==> src/rtl/seg_pkg.sv <==
// Shared types for the multiplexed 7-segment driver: glyph type, hex glyph table, scan FSM states.
package seg_pkg;

  typedef logic [6:0] seg7_t;

  // Glyphs are {A,B,C,D,E,F,G}, active-high.
  localparam seg7_t SEG_0 = 7'b1111110;
  localparam seg7_t SEG_1 = 7'b0110000;
  localparam seg7_t SEG_2 = 7'b1101101;
  localparam seg7_t SEG_3 = 7'b1111001;
  localparam seg7_t SEG_4 = 7'b0110011;
  localparam seg7_t SEG_5 = 7'b1011011;
  localparam seg7_t SEG_6 = 7'b1011111;
  localparam seg7_t SEG_7 = 7'b1110000;
  localparam seg7_t SEG_8 = 7'b1111111;
  localparam seg7_t SEG_9 = 7'b1111011;
  localparam seg7_t SEG_A = 7'b1110111;
  localparam seg7_t SEG_B = 7'b0011111;
  localparam seg7_t SEG_C = 7'b1001110;
  localparam seg7_t SEG_D = 7'b0111101;
  localparam seg7_t SEG_E = 7'b1001111;
  localparam seg7_t SEG_F = 7'b1000111;

  typedef enum logic {
    ST_SHOW = 1'b0,
    ST_GAP  = 1'b1
  } state_t;

endpackage

==> src/rtl/seg_hex_decoder.sv <==
// Combinational hex nibble to active-high 7-segment glyph.
module seg_hex_decoder
  import seg_pkg::*;
(
  input  logic [3:0] nib,
  output seg7_t      seg
);

  // Glyph lookup.
  always_comb begin
    seg = SEG_0;
    case (nib)
      4'h0:    seg = SEG_0;
      4'h1:    seg = SEG_1;
      4'h2:    seg = SEG_2;
      4'h3:    seg = SEG_3;
      4'h4:    seg = SEG_4;
      4'h5:    seg = SEG_5;
      4'h6:    seg = SEG_6;
      4'h7:    seg = SEG_7;
      4'h8:    seg = SEG_8;
      4'h9:    seg = SEG_9;
      4'hA:    seg = SEG_A;
      4'hB:    seg = SEG_B;
      4'hC:    seg = SEG_C;
      4'hD:    seg = SEG_D;
      4'hE:    seg = SEG_E;
      4'hF:    seg = SEG_F;
      default: seg = SEG_0;
    endcase
  end

endmodule

==> src/rtl/segment_led_mux.sv <==
// Multiplexed N-digit 7-segment driver with frame-synchronous load and anti-ghosting gap.
// Optional macro SEG_LZ_BLANK_EN enables leading-zero suppression.
module segment_led_mux
  import seg_pkg::*;
#(
  parameter int N_DIGITS       = 4,
  parameter int DIV            = 50000,
  parameter int GAP            = 16,
  parameter int EN_ACTIVE_LOW  = 1,
  parameter int SEG_ACTIVE_LOW = 0
) (
  input  logic                  CLK,
  input  logic                  RST_N,
  input  logic [4*N_DIGITS-1:0] NUM,
  input  logic [N_DIGITS-1:0]   DP,
  input  logic [N_DIGITS-1:0]   BLANK,
  input  logic                  LOAD,
  output logic [N_DIGITS-1:0]   DS_EN,
  output seg7_t                 DS_SEG,
  output logic                  DS_DP,
  output logic                  FRAME_TICK
);

  localparam int CNT_MAX = (DIV > GAP) ? DIV : GAP;
  localparam int CW      = (CNT_MAX > 1) ? $clog2(CNT_MAX) : 1;
  localparam int IW      = (N_DIGITS > 1) ? $clog2(N_DIGITS) : 1;
  localparam logic [CW-1:0] DIV_LAST = CW'(DIV - 1);
  localparam logic [CW-1:0] GAP_LAST = CW'((GAP > 0) ? GAP - 1 : 0);
  localparam logic [IW-1:0] DIG_LAST = IW'(N_DIGITS - 1);
  localparam logic [N_DIGITS-1:0] EN_OFF = (EN_ACTIVE_LOW != 0) ? {N_DIGITS{1'b1}} : {N_DIGITS{1'b0}};
  localparam seg7_t SEG_OFF = (SEG_ACTIVE_LOW != 0) ? 7'b1111111 : 7'b0000000;
  localparam logic  DP_OFF  = (SEG_ACTIVE_LOW != 0) ? 1'b1 : 1'b0;

  state_t                  state_r, state_nxt_s;
  logic [CW-1:0]           cnt_r, cnt_nxt_s;
  logic [IW-1:0]           dig_r, dig_nxt_s;
  logic                    enter_s, wrap_s;
  logic [4*N_DIGITS-1:0]   shadow_num_r, shadow_num_nxt_s, pend_num_r;
  logic [N_DIGITS-1:0]     shadow_dp_r, shadow_dp_nxt_s, pend_dp_r;
  logic [N_DIGITS-1:0]     shadow_blank_r, shadow_blank_nxt_s, pend_blank_r;
  logic                    pend_vld_r;
  logic [3:0]              nib_s;
  seg7_t                   glyph_s, seg_s;
  logic [N_DIGITS-1:0]     lz_mask_s, en_s;
  logic                    dark_s, dp_s;
  logic [N_DIGITS-1:0]     ds_en_r;
  seg7_t                   ds_seg_r;
  logic                    ds_dp_r, frame_tick_r;

  // Scan sequencing: the digit index advances as a SHOW phase ends, so the GAP after reset leads to digit 0.
  always_comb begin
    state_nxt_s = state_r;
    cnt_nxt_s   = cnt_r + 1'b1;
    dig_nxt_s   = dig_r;
    enter_s     = 1'b0;
    case (state_r)
      ST_SHOW: begin
        if (cnt_r == DIV_LAST) begin
          cnt_nxt_s = '0;
          dig_nxt_s = (dig_r == DIG_LAST) ? '0 : dig_r + 1'b1;
          if (GAP == 0) begin
            state_nxt_s = ST_SHOW;
            enter_s     = 1'b1;
          end else begin
            state_nxt_s = ST_GAP;
          end
        end else begin
          state_nxt_s = ST_SHOW;
        end
      end
      ST_GAP: begin
        if ((GAP == 0) || (cnt_r == GAP_LAST)) begin
          cnt_nxt_s   = '0;
          state_nxt_s = ST_SHOW;
          enter_s     = 1'b1;
        end else begin
          state_nxt_s = ST_GAP;
        end
      end
      default: begin
        state_nxt_s = ST_GAP;
        cnt_nxt_s   = '0;
        dig_nxt_s   = '0;
      end
    endcase
  end

  assign wrap_s = enter_s && (dig_nxt_s == '0);

  // Pending data replaces the shadow only as digit 0 lights, so one frame never mixes two loads.
  always_comb begin
    if (wrap_s && pend_vld_r) begin
      shadow_num_nxt_s   = pend_num_r;
      shadow_dp_nxt_s    = pend_dp_r;
      shadow_blank_nxt_s = pend_blank_r;
    end else begin
      shadow_num_nxt_s   = shadow_num_r;
      shadow_dp_nxt_s    = shadow_dp_r;
      shadow_blank_nxt_s = shadow_blank_r;
    end
  end

`ifdef SEG_LZ_BLANK_EN
  // Digits above the highest nonzero nibble go dark; digit 0 is never suppressed.
  always_comb begin
    logic zero_run;
    zero_run  = 1'b1;
    lz_mask_s = '0;
    for (int i = N_DIGITS - 1; i > 0; i--) begin
      zero_run     = zero_run & (shadow_num_nxt_s[4*i +: 4] == 4'h0);
      lz_mask_s[i] = zero_run;
    end
  end
`else
  assign lz_mask_s = '0;
`endif

  assign nib_s = shadow_num_nxt_s[{dig_nxt_s, 2'b00} +: 4];

  seg_hex_decoder u_dec (
    .nib (nib_s),
    .seg (glyph_s)
  );

  // Active-high view of what the pins show after the coming edge.
  always_comb begin
    en_s   = '0;
    dark_s = shadow_blank_nxt_s[dig_nxt_s] | lz_mask_s[dig_nxt_s];
    for (int i = 0; i < N_DIGITS; i++) begin
      en_s[i] = (state_nxt_s == ST_SHOW) && (dig_nxt_s == IW'(i));
    end
    if ((state_nxt_s == ST_SHOW) && !dark_s) begin
      seg_s = glyph_s;
      dp_s  = shadow_dp_nxt_s[dig_nxt_s];
    end else begin
      seg_s = 7'b0000000;
      dp_s  = 1'b0;
    end
  end

  // Scan state, shadow and pending registers.
  always_ff @(posedge CLK or negedge RST_N) begin
    if (!RST_N) begin
      state_r        <= ST_GAP;
      cnt_r          <= '0;
      dig_r          <= '0;
      shadow_num_r   <= '0;
      shadow_dp_r    <= '0;
      shadow_blank_r <= '0;
      pend_num_r     <= '0;
      pend_dp_r      <= '0;
      pend_blank_r   <= '0;
      pend_vld_r     <= 1'b0;
    end else begin
      state_r        <= state_nxt_s;
      cnt_r          <= cnt_nxt_s;
      dig_r          <= dig_nxt_s;
      shadow_num_r   <= shadow_num_nxt_s;
      shadow_dp_r    <= shadow_dp_nxt_s;
      shadow_blank_r <= shadow_blank_nxt_s;
      if (LOAD) begin
        pend_num_r   <= NUM;
        pend_dp_r    <= DP;
        pend_blank_r <= BLANK;
        pend_vld_r   <= 1'b1;
      end else if (wrap_s) begin
        pend_vld_r   <= 1'b0;
      end else begin
        pend_vld_r   <= pend_vld_r;
      end
    end
  end

  // Pin registers; polarity is applied only here.
  always_ff @(posedge CLK or negedge RST_N) begin
    if (!RST_N) begin
      ds_en_r      <= EN_OFF;
      ds_seg_r     <= SEG_OFF;
      ds_dp_r      <= DP_OFF;
      frame_tick_r <= 1'b0;
    end else begin
      ds_en_r      <= en_s ^ EN_OFF;
      ds_seg_r     <= seg_s ^ SEG_OFF;
      ds_dp_r      <= dp_s ^ DP_OFF;
      frame_tick_r <= wrap_s;
    end
  end

  assign DS_EN      = ds_en_r;
  assign DS_SEG     = ds_seg_r;
  assign DS_DP      = ds_dp_r;
  assign FRAME_TICK = frame_tick_r;

endmodule

==> config.mk <==
export PLATFORM = sky130hd
export DESIGN_NAME = segment_led_mux
export DESIGN_NICKNAME = d
export VERILOG_FILES = /design/src/rtl/seg_pkg.sv /design/src/rtl/seg_hex_decoder.sv /design/src/rtl/segment_led_mux.sv
export SDC_FILE = /design/constraint.sdc
export NUM_CORES = 1
export LEC_CHECK = 0
export CAP_MARGIN = 10
export CORE_MARGIN = 5
export CORE_UTILIZATION = 57
export DETAILED_ROUTE_END_ITERATION = 12
export DONT_BUFFER_PORTS = 1
export GPL_ROUTABILITY_DRIVEN = 0
export PLACE_DENSITY = 0.71
export SKIP_LAST_GASP = 1
export SYNTH_ARGS = -nofsm -noshare
export SYNTH_HDL_FRONTEND = slang
export SYNTH_HIERARCHICAL = 1
export SYNTH_SLANG_ARGS = --single-unit
==> constraint.sdc <==
create_clock -name CLK -period 3.3 [get_ports CLK]
set_input_delay 0.165 -clock CLK [delete_from_list [all_inputs] [get_ports CLK]]
set_output_delay 0.165 -clock CLK [all_outputs]
set_load 0.02 [all_outputs]
* Yosys cells after proc, flatten, opt, wreduce, memory -nomap -nowiden
Memory sizes are Yosys's and may differ from the RTL's.
Cells that the tools add are included.
** Word-level totals
- Register bits :: 81
- Bits in read-only memories :: 112
- Input port bits :: 27
- Output and inout bits :: 13
- Word-level logic and storage cells :: 63
- Memories :: 1
** Cells by class
- Add/sub/neg operators :: 2
- Order comparisons :: 1
- Eq/ne operators :: 6
- Shift-type cells :: 1
- Mux-type cells :: 24
- Bitwise gates (word level) :: 4
- Reductions and logical operators :: 10
** Memories
- (no name shown) :: depth 16, width 7, rd ports 1, clocked after Yosys merged registers in 0, wr ports 0, line seg_hex_decoder.sv:12 : case (nib)
** Operators by type and width (count)
- two-way mux 16 bit :: 3
- case mux 16 bit (2 select lines) :: 1
- adder 16 x 1 -> 16 bit, second input constant :: 1
- == test 16 bit, second input constant :: 1
- == test 16 x 4 -> 1 bit, second input constant :: 1
- variable part select 16 x 5 -> 4 bit :: 1
- two-way mux 1 bit :: 10
- two-way mux 4 bit :: 2
- logical AND 1 bit :: 7
- two-way mux 7 bit :: 1
- binary-select mux 1 bit (select 2 bit) :: 3
- == test 2 bit, second input constant :: 3
- two-way mux 2 bit :: 3
- NOT 4 bit :: 1
- less-than comparator 2 x 3 -> 1 bit, second input constant :: 1
- adder 2 x 1 -> 2 bit, second input constant :: 1
- == test 2 x 1 -> 1 bit, second input constant :: 1
- zero test 2 bit :: 1
- NOT 1 bit :: 2
- case mux 1 bit (2 select lines) :: 1
- nonzero test 2 bit :: 1
- zero test 1 bit :: 1
- bitwise OR 1 bit :: 1

* Depth between registers and ports, before layout
Gate-level depths: netlist of run 1.
- Word-level depth :: 14
- Depth in mapped cells :: 13

* Hierarchy
Netlist of run 1, hierarchy kept.
** Modules (own cells, without submodules)
- segment_led_mux :: instances 1, cells each 302, area each 3474.6 µm², seq. area each 2033.2 µm²
- seg_hex_decoder :: instances 1, cells each 33, area each 287.8 µm², seq. area each 0.0 µm²

* Worst setup path before layout of run 1
No wires, ideal clock.
- Path type :: flip-flop to flip-flop
- Start :: reg dig_r[0]
- End :: reg ds_seg_r[4], in the netlist DS_SEG[4]
- Library setup time :: 0.119 ns
- Arrival time :: 3.004 ns
- Data required time :: 3.181 ns
- Setup slack :: 0.177 ns
- Stages on the path, launching flop included :: 12
- Path buffers :: 2
- Clock period less this slack :: 3.123 ns
- Cells stage by stage :: dfrtp_1 -> ha_1 -> o21bai_1 -> nor4_1 -> o2111ai_2 -> buf_6 -> mux2_4 -> mux2_2 -> mux2_2 -> buf_2 -> o31a_2 -> and2_1
** RTL lines
- start, declared :: line segment_led_mux.sv:36 : logic [IW-1:0] dig_r, dig_nxt_s;
- start signal, assigned :: line segment_led_mux.sv:157 : dig_r <= dig_nxt_s;
- adder 2 x 1 -> 2 bit or == test 2 bit (tied branches) :: line segment_led_mux.sv:60 : dig_nxt_s = (dig_r == DIG_LAST) ? '0 : dig_r + 1'b1;
- two-way mux 2 bit :: line segment_led_mux.sv:60
- two-way mux 2 bit :: line segment_led_mux.sv:58 : if (cnt_r == DIV_LAST) begin
- two-way mux 2 bit * :: line segment_led_mux.sv:56 : case (state_r)
- zero test 2 bit * :: line segment_led_mux.sv:88 : assign wrap_s = enter_s && (dig_nxt_s == '0);
- logical AND 1 bit * :: line segment_led_mux.sv:88
- logical AND 1 bit * :: line segment_led_mux.sv:92 : if (wrap_s && pend_vld_r) begin
- two-way mux 16 bit * :: line segment_led_mux.sv:92
- via shadow_num_nxt_s[6] :: line segment_led_mux.sv:38 : logic [4*N_DIGITS-1:0] shadow_num_r, shadow_num_nxt_s, pend_num_r;
- variable part select 16 x 5 -> 4 bit * :: line segment_led_mux.sv:118 : assign nib_s = shadow_num_nxt_s[{dig_nxt_s, 2'b00} +: 4];
- via nib_s[2] :: line segment_led_mux.sv:42 : logic [3:0] nib_s;
- memory (16 x 7 bit) *
- via glyph_s[4] :: line segment_led_mux.sv:43 : seg7_t glyph_s, seg_s;
- two-way mux 7 bit * :: line segment_led_mux.sv:132 : if ((state_nxt_s == ST_SHOW) && !dark_s) begin
- via seg_s[4] :: line segment_led_mux.sv:43
- end signal, assigned :: line segment_led_mux.sv:183 : ds_seg_r <= seg_s ^ SEG_OFF;
- end, declared :: line segment_led_mux.sv:47 : seg7_t ds_seg_r;
Mark *: on every way through the listed nets, which the timed path passes. The rest lies on a longest branch. The select of a mux whose other input is x is not followed.
A chain may end at the register's enable or synchronous reset.

* Worst setup path in the final report of run 1
- Start :: reg cnt_r[6]
- End :: reg ds_seg_r[3], in the netlist DS_SEG[3]
** RTL lines
- start, declared :: line segment_led_mux.sv:35 : logic [CW-1:0] cnt_r, cnt_nxt_s;
- start signal, assigned :: line segment_led_mux.sv:156 : cnt_r <= cnt_nxt_s;
- == test 16 bit :: line segment_led_mux.sv:58
- two-way mux 2 bit :: line segment_led_mux.sv:58
- two-way mux 2 bit :: line segment_led_mux.sv:56
- zero test 2 bit :: line segment_led_mux.sv:88
- logical AND 1 bit :: line segment_led_mux.sv:88
- logical AND 1 bit :: line segment_led_mux.sv:92
- two-way mux 16 bit :: line segment_led_mux.sv:92
- variable part select 16 x 5 -> 4 bit * :: line segment_led_mux.sv:118
- via nib_s[0] :: line segment_led_mux.sv:42
- memory (16 x 7 bit) *
- via glyph_s[3] :: line segment_led_mux.sv:43
- two-way mux 7 bit * :: line segment_led_mux.sv:132
- via seg_s[3] :: line segment_led_mux.sv:43
Marks and branches as above.

==> impl_metrics.toml, run 1 <==
[logic_synthesis]
netlist.area_leader.share_pct = 50.5
syn_nets = 371
synth_edf_count = 0
synth_area_leader_cell = "dfrtp_1"
synth_fa_ha_area_share_pct = 2.99
ys.flop_type = "dfrtp_1"
synthXorXnorAreaFrac_pct = 3.26
synth_top_family_by_area = "simple AND/OR/NAND/NOR gates"
ys_ff_latch = 81
synthTopCellsByArea = "dfrtp_1 (51%), mux2_2 (10%), nand2_1 (5.8%)"
yosysMostFrequentCell = "dfrtp_1"
synth_common_cells = "dfrtp_1 (76), nand2_1 (58), mux2_2 (35), nor2_1 (17), inv_1 (13)"
synth_compound_area_share_pct = 6.85
synthesis.area_mm2 = 0.00376
async_reset_ff_share_pct = 100
syn_area_per_cell_um2 = 11.2
synth_cell_types = 47
yosys.area_share.simple_pct = 16.4
yosysSeqAreaShare_pct = 54.0
netlist_instances = 335
yosysWarnings = 6
synth.mux.area_fraction_pct = 13.4

[timing]
slew_violations = 0
grt_setup_unrepaired = "true"
finalCriticalPeriod_ps = 3180
hold_slack_ps = 156
worstMarginPinSlew_ps = 579
slew_headroom_pct = 61.4
clock_skew_ps = 9.16
fin_crit_sh_pct = 96.3
tns_ps = 0
setup_slack_ps = 123
max_freq_ghz = 0.315
hold_violations = 0
finalSetupViolations = 0

[setup_path]
crit_path_top_delay_cell = "or4_4"
crit_arrival_ps = 3420
r2r_slack_ps = 120
crit_fanout = 6
path_cells = "or4_4 -> nor3b_4 -> and3_4 -> mux2i_1 -> o221ai_1 -> inv_1 -> ha_1 -> mux4_1 -> and2_1"
start_kind = "flop"
crit_type = "reg2reg"
required_ps = 3540
slowest_delay_ps = 580
end_kind = "flop"

[pwr]
power_mw = 1.93
peakVddDrop_v = 0.000355
power_density_mw_per_mm2 = 432
p_leak_nw = 2.04

[floorplan]
die_h_um = 91.2
rows = 29
die-area_mm2 = 0.00833
core-area_mm2 = 0.00639
num_io_pins = 40
start_util_pct = 58.9
die_w_um = 91.2

[placed_design]
placed_area_mm2 = 0.00390
dpl.cell_count = 414
dp_hpwl_um = 4870
dp_worst_setup_slack_ps = 71.6
io_buffers = 0

[drt]
antenna_left = 0
wl_per_cell_um = 15.8
drc = 0
dr.pass1.iters = 4
via_per_inst = 5.57
vias = 2551
routed_wl_um = 7250
drt_iter0_drc = 148

[hold_path]
hold_path_class = "in2reg"

[grt]
grt_pass1_vias = 2585
overflow = 0
grtUsageTotal_pct = 18.5
grt_max_degree = 82
grt_pass1_wl_um = 12300
antenna_found_initial = 0

[clocking]
insertion_delay_ps = 350
cts_htree_levels = 3
cts.sinks = 81
cts_root_buffer = "clkbuf_8"
clkTransAtPathRegs_ps = 90
cts_buffers = 9
cts_tree = "built"
cts.path.max_buffers = 2

[final_layout]
nFillCells = 474
antenna_cells = 0
fin_util_pct = 69.9
final_nets = 412
area_growth_pct = 18.6
fin_area_mm2 = 0.00446
drive_gt1_share_pct = 22.0
layout.cells.non_filler = 458

[outcome]
status = "finished clean"

[run]
cap_violations = 0
==> cells in the final DEF, fill, tap and decap left out, drive strengths merged, types with 4 or more instances in the layout <==
master / netlist / layout
a21oi: 7 / 7
and2: 10 / 10
and3: 9 / 9
buf: 6 / 17
clkbuf: 6 / 9
dfrtp: 76 / 76
dfstp: 5 / 5
dlygate4sd3: 0 / 25
ha: 9 / 9
inv: 13 / 14
mux2: 36 / 36
mux2i: 7 / 7
nand2: 58 / 58
nand3: 10 / 10
nor2: 17 / 17
nor3b: 5 / 5
o21ai: 7 / 7
xnor2: 4 / 4
xor2: 10 / 10
==> power by group <==
| group | total, mW | internal (mW) | switching [mW] |
|---|---|---|---|
| Sequential | 1.04 | 1.02 | 0.0165 |
| Combinational | 0.0874 | 0.0522 | 0.0352 |
| Clock | 0.802 | 0.432 | 0.369 |
==> final timing paths <==
check	from	end	depth (start not counted)
setup / recovery	cnt_r[6]$_DFF_PN0_	DS_SEG[3]$_DFF_PN0_	9
hold / removal	LOAD	pend_vld_r$_DFFE_PN0P_	2
setup reg to reg	cnt_r[6]$_DFF_PN0_	DS_SEG[3]$_DFF_PN0_	9
hold reg to reg	cnt_r[0]$_DFF_PN0_	cnt_r[0]$_DFF_PN0_	1
max in group asynchronous	RST_N	state_r$_DFF_PN1_	2
min in group asynchronous	RST_N	cnt_r[12]$_DFF_PN0_	2
==> state kept, by name, summed over array words and instances (netlist names) <==
| signal | cells |
|---|---|
| pend_blank_r | 4 |
| DS_SEG | 7 |
| cnt_r | 16 |
| shadow_dp_r | 4 |
| shadow_num_r | 16 |
| pend_dp_r | 4 |
| dig_r | 2 |
| FRAME_TICK | 1 |
| pend_vld_r | 1 |
| DS_EN | 4 |
| pend_num_r | 16 |
| shadow_blank_r | 4 |
| state_r | 1 |
| DS_DP | 1 |
==> critical path: cells and delay by family, from the launching register on <==
family	cells	cell delay, ps
AOI/OAI and AO/OA	1	240
adders and majority gates	1	340
DFF	1	450
buffers and inverters	1	140
muxes	2	590
and+or+nand+nor	4	1300
==> cell families (layout without fill, tap and decap cells) <==
| logic type | count (synthesis) | count (layout) |
|---|---|---|
| simple gates | 126 | 126 |
| mux | 44 | 44 |
| xor+xnor | 14 | 14 |
| compound gates | 36 | 36 |
| buf+inv | 25 | 71 |
| fa+ha+maj | 9 | 9 |
| flops | 81 | 81 |
==> what timing repair did <==
action,CTS,global route
buffers inserted,0,1
resized for setup,0,8
hold buffers,27,0
hold endpoints to repair,106,0
setup endpoints to repair,0,5
==> per-layer routing <==
| metal | share of wire [%] | vias to the layer above | track usage [%] |
|---|---|---|---|
| met1 | 46 | 1242 | 24.5 |
| li1 | - | 1230 | - |
| met2 | 48 | 64 | 29.7 |
| met4 | 1.7 | 0 | 6.48 |
| met5 | 0 | - | 0 |
| met3 | 4.4 | 15 | 4.46 |
==> layout make-up <==
class | instances | area, um2 | share of cell area [%]
inverter | 13 | 48.8 | 1.09
multi-input combinational | 229 | 1650 | 36.9
clock buffer | 9 | 124 | 2.78
tap | 77 | 96.3 | 2.16
clock inverter | 7 | 103 | 2.30
timing repair buffer | 42 | 410 | 9.20
sequential | 81 | 2030 | 45.6
Note: power is estimated with default switching activity, not from simulation.
==> run 2: changes to the inputs <==
--- a/config.mk
+++ b/config.mk
@@ -15,5 +15,4 @@
 export SKIP_LAST_GASP = 1
 export SYNTH_ARGS = -nofsm -noshare
 export SYNTH_HDL_FRONTEND = slang
-export SYNTH_HIERARCHICAL = 1
 export SYNTH_SLANG_ARGS = --single-unit
==> run 2 against run 1 <==
Clock power is 9.5% higher. Flip-flop and latch count stayed put. Combinational power is 0.5% lower. Non-clock buffer count is 1 higher. Global-route usage is 0.92 points higher. First-iteration DRC count is 7.4% higher. Design area is 1.9% higher. Synthesized cell count is 3.0% lower. Sequential power hardly changed. Largest power group unchanged.
==> impl_metrics.toml, run 2 <==
[logic_synthesis]
netlist.area_leader.share_pct = 50.2
synthTopCellsByArea = "dfrtp_1 (50%), mux2_2 (12%), nand2_1 (5.2%)"
yosysSeqAreaShare_pct = 53.6
synth_common_cells = "dfrtp_1 (76), nand2_1 (52), mux2_2 (41), nor2_1 (24)"
synth_edf_count = 0
ys.flop_type = "dfrtp_1"
ys_ff_latch = 81
async_reset_ff_share_pct = 100
synth_cell_types = 52
yosysMostFrequentCell = "dfrtp_1"
syn_nets = 360
netlist_instances = 325
synthesis.area_mm2 = 0.00379
synth_area_leader_cell = "dfrtp_1"
syn_area_per_cell_um2 = 11.7
yosysWarnings = 0

[timing]
finalCriticalPeriod_ps = 3120
clock_skew_ps = 15.5
setup_slack_ps = 177
slew_violations = 0
finalSetupViolations = 0
slew_headroom_pct = 66.3
max_freq_ghz = 0.320
tns_ps = 0
fin_crit_sh_pct = 94.6
worstMarginPinSlew_ps = 502
hold_violations = 0
grt_setup_unrepaired = "false"

[final_layout]
final_cell_mix = "dfrtp_1 (76), nand2_1 (52), mux2_2 (41)"
final_common_cell = "dfrtp_1"
fin_util_pct = 70.8
final_nets = 402
antenna_cells = 0
area_growth_pct = 20.0
drive_gt1_share_pct = 27.7
largestRegisters = "cnt_r x16, pend_num_r x16, shadow_num_r x16"

[floorplan]
die-area_mm2 = 0.00838
die_h_um = 91.5
core-area_mm2 = 0.00642
die_w_um = 91.5
rows = 29
num_io_pins = 40
start_util_pct = 59.0

[grt]
overflow = 0
grt_pass1_vias = 2631
antenna_found_initial = 0
grt_max_degree = 82
grt_pass1_wl_um = 12900
grtUsageTotal_pct = 19.4

[pwr]
p_leak_nw = 2.08
power_density_mw_per_mm2 = 440
peakVddDrop_v = 0.000350

[setup_path]
start_kind = "flop"
crit_fanout = 6
crit_type = "reg2reg"
r2r_slack_ps = 180
end_kind = "flop"
crit_arrival_ps = 3400
reg2reg_depth = 12
required_ps = 3580

[outcome]
status = "finished clean"

[placed_design]
dp_worst_setup_slack_ps = 30.9
dp_hpwl_um = 5260
io_buffers = 0

[clocking]
insertion_delay_ps = 350
clkTransAtPathRegs_ps = 80
cts.sinks = 81
cts_htree_levels = 3
cts_root_buffer = "clkbuf_8"
cts_buffers = 9
cts.path.max_buffers = 2
cts_tree = "built"

[drt]
vias = 2497
routed_wl_um = 7420
dr.pass1.iters = 4
drc = 0
wl_per_cell_um = 16.5
drt_iter0_drc = 159
antenna_left = 0
via_per_inst = 5.56

[run]
cap_violations = 0

[hold_path]
hold_depth = 2
hold_path_class = "in2reg"
-- run 2: cell types whose count changed after synthesis, moves of 3 or more --
cell,change
o211ai_1,+4
nor2_1,+7
nor2b_1,-3
nand4_1,+4
a21oi_1,-5
nand2_1,-6
o221ai_1,-3
mux2_2,+6
inv_1,-6
and2_1,-7
-- run 2: final timing paths --
| kind | startpoint | end |
|---|---|---|
| hold reg to reg | cnt_r[0]$_DFF_PN0_ | cnt_r[0]$_DFF_PN0_ |
| max in group asynchronous | RST_N | state_r$_DFF_PN1_ |
| hold / removal | LOAD | pend_vld_r$_DFFE_PN0P_ |
| setup reg to reg | cnt_r[6]$_DFF_PN0_ | DS_SEG[3]$_DFF_PN0_ |
| min in group asynchronous | RST_N | cnt_r[9]$_DFF_PN0_ |
| setup / recovery | cnt_r[6]$_DFF_PN0_ | DS_SEG[3]$_DFF_PN0_ |
-- run 2: cells by family after synthesis --
kind of cell	count (synthesis)	synth area share, %
AO/OA/AOI/OAI	32	7.20
XOR/XNOR	15	3.47
adder cells (fa/ha/maj)	8	2.64
buffers and inverters	19	2.15
flip-flops	81	53.6
multiplexers	50	15.0
AND/OR/NAND/NOR	120	15.9
-- run 2: per-layer routing --
layer / up-vias / share of wire, % / global-route usage (%)
met2: 65 / 47 / 30.7
met3: 11 / 4.5 / 4.38
met1: 1212 / 47 / 26.3
met5: - / 0 / 0
li1: 1209 / - / -
met4: 0 / 1.5 / 6.91
-- run 2: where the power goes --
part / internal [mW] / leakage (nW) / total, mW / switching (mW)
registers: 1.02 / 1.01 / 1.04 / 0.0168
clock network: 0.510 / 0.121 / 0.878 / 0.368
logic: 0.0520 / 0.954 / 0.0870 / 0.0350
-- run 2: worst max-delay path: stages (launching register included) --
cell and delay [ps]:
dfrtp_1 460, nand4b_1 240, or2_2 400, nor2_2 230, o21ai_1 130, buf_4 170
mux2i_1 150, o211a_1 280, buf_4 160, ha_1 270, inv_1 50, mux4_2 440
nor2_1 90
-- run 2: area by class of cell --
cell class              instances  area, um2
flip-flops and latches         81       2030
well taps                      77       96.3
repair buffers                 43        430
inverters                       7       26.3
clock inverters                 7        124
multi-input cells             225       1720
fillers                       444       1870
clock buffers                   9        124
-- run 2: repair_timing --
item                                    in CTS  in global routing
gates resized for setup                      0                  6
hold buffers                                27                  0
hold endpoints to repair                   106                  0
buffers inserted                             0                  2
endpoints found under the setup margin       0                  8
-- run 2: stage by stage --
stage / cell area [um2] / power (mW) / cells / hold WS (ps)
after global routing: 4550 / 2.09 / 449 / 138
after detailed placement: 3970 / 1.09 / 404 / -128
after floorplan: 3810 / 1.09 / 325 / -131
after global placement: 3970 / 1.09 / 404 / -128
after CTS: 4510 / 2.02 / 447 / 129
final: 4550 / 2.00 / 449 / 138
==> run 3: changes to the inputs <==
--- a/config.mk
+++ b/config.mk
@@ -7,11 +7,12 @@
 export LEC_CHECK = 0
 export CAP_MARGIN = 10
 export CORE_MARGIN = 5
-export CORE_UTILIZATION = 57
+export CORE_UTILIZATION = 50
 export DETAILED_ROUTE_END_ITERATION = 12
 export DONT_BUFFER_PORTS = 1
 export GPL_ROUTABILITY_DRIVEN = 0
-export PLACE_DENSITY = 0.71
+export MAX_ROUTING_LAYER = met4
+export PLACE_DENSITY = 0.64
 export SKIP_LAST_GASP = 1
 export SYNTH_ARGS = -nofsm -noshare
 export SYNTH_HDL_FRONTEND = slang
==> run 3 against run 2 <==
Critical path depth fell by 2. Final cell count is 5.3% higher. Die area is 12% higher. Sequential power hardly changed. Clock skew fell by 6.2 ps. Total power fell by 6.6%. Critical endpoint unchanged. Largest cell class unchanged. Largest power group unchanged.
==> impl_metrics.toml, run 3 (synthesis results as in run 2) <==
[timing]
max_freq_ghz = 0.316
slew_violations = 0
clock_skew_ps = 9.32
finalSetupViolations = 0
hold_violations = 0
hold_slack_ps = 133
fin_crit_sh_pct = 96.0
slew_headroom_pct = 59.2
finalCriticalPeriod_ps = 3170
worstMarginPinSlew_ps = 607

[setup_path]
end_kind = "flop"
crit_start = "cnt_r[14]$_DFF_PN0_"
crit_fanout = 5
cp-endpoint = "DS_SEG[3]$_DFF_PN0_"
r2r-end = "DS_SEG[3]$_DFF_PN0_"
start_kind = "flop"
required_ps = 3580
reg2reg_from = "cnt_r[14]$_DFF_PN0_"
reg2reg_depth = 10
crit_type = "reg2reg"
crit_arrival_ps = 3450
r2r_slack_ps = 130

[drt]
drc = 0
wl_per_cell_um = 15.6
drt_iter0_drc = 267
vias = 2525
routed_wl_um = 7400
via_per_inst = 5.34
antenna_left = 0
dr.pass1.iters = 4

[grt]
grtUsageTotal_pct = 17.1
antenna_found_initial = 0
grt_pass1_vias = 2565
grt_pass1_wl_um = 12800
grt_max_degree = 82
overflow = 0

[clocking]
cts.path.max_buffers = 2
clkTransAtPathRegs_ps = 90
cts_htree_levels = 3
cts_tree = "built"
cts_buffers = 9
cts_root_buffer = "clkbuf_8"
insertion_delay_ps = 350
cts.sinks = 81

[floorplan]
core-area_mm2 = 0.00733
num_io_pins = 40
die_h_um = 97.1
rows = 31
die_w_um = 97.1
start_util_pct = 51.7
die-area_mm2 = 0.00942

[pwr]
p_leak_nw = 2.09
peakVddDrop_v = 0.000258
power_density_mw_per_mm2 = 411
power_mw = 1.87

[final_layout]
final_common_cell = "dfrtp_1"
antenna_cells = 0
largestRegisters = "cnt_r x16, pend_num_r x16, shadow_num_r x16"
drive_gt1_share_pct = 28.1
final_cell_mix = "dfrtp_1 (76), nand2_1 (52), mux2_2 (40)"
fin_util_pct = 62.0
final_nets = 404
area_growth_pct = 20.0

[run]
cap_violations = 0

[outcome]
status = "finished clean"

[placed_design]
io_buffers = 0
dp_hpwl_um = 5300

[hold_path]
hold_path_class = "in2reg"
-- run 3: worst min path at each step --
stage	start	cells past startpoint	slack, ps	end
final	LOAD	2	130	pend_vld_r$_DFFE_PN0P_
after global placement	RST_N	0	-130	cnt_r[8]$_DFF_PN0_
after floorplan	RST_N	0	-130	DS_DP$_DFF_PN0_
after detailed placement	RST_N	0	-130	cnt_r[12]$_DFF_PN0_
after global routing	LOAD	2	120	pend_vld_r$_DFFE_PN0P_
after CTS	LOAD	2	120	pend_vld_r$_DFFE_PN0P_
-- run 3: power breakdown --
part | switching [mW] | leakage, nW | internal [mW]
combinational | 0.0348 | 0.973 | 0.0520
clock | 0.382 | 0.107 | 0.365
sequential | 0.0157 | 1.01 | 1.02
-- run 3: area by class of cell --
cell class	instances	area [um2]
multi-input combinational	225	1720
fill	593	2780
inverter	7	26.3
clock buffer	9	124
timing repair buffer	45	433
sequential	81	2030
clock inverter	7	85.1
tap	99	124
-- run 3: repair_timing --
action,4_1_cts,5_1_grt
hold buffers,27,0
setup buffers,0,3
endpoints found under the setup margin,0,7
endpoints found under the hold margin,106,0
gates resized for setup,0,6
-- run 3: critical path: stages (launching register included) --
cell       delay [ps]
dfrtp_1           440
or4_4             560
nor2_4            160
o2111ai_4         170
buf_4             180
mux2_4            320
a221oi_4          310
inv_1             120
ha_1              250
mux4_2            480
nor2_1             90
-- run 3: metrics by stage --
| step | cells | setup slack, ps | area (um2) | setup TNS (ps) |
|---|---|---|---|---|
| floorplan | 325 | 37.0 | 3810 | 0 |
| global placement | 427 | 82.8 | 3990 | 0 |
| detailed placement | 427 | 27.0 | 3990 | 0 |
| CTS | 470 | 18.7 | 4500 | 0 |
| global route | 473 | -2.45 | 4550 | -2.45 |
| finish | 473 | 132 | 4550 | 0 |
-- run 3: layer usage --
metal	up-vias	global-route usage (%)	part of all wire [%]
met3	4	4.59	5.0
met1	1236	23.4	47
met2	68	25.3	47
met4	0	4.64	0.50
met5	-	-	0
li1	1217	-	-
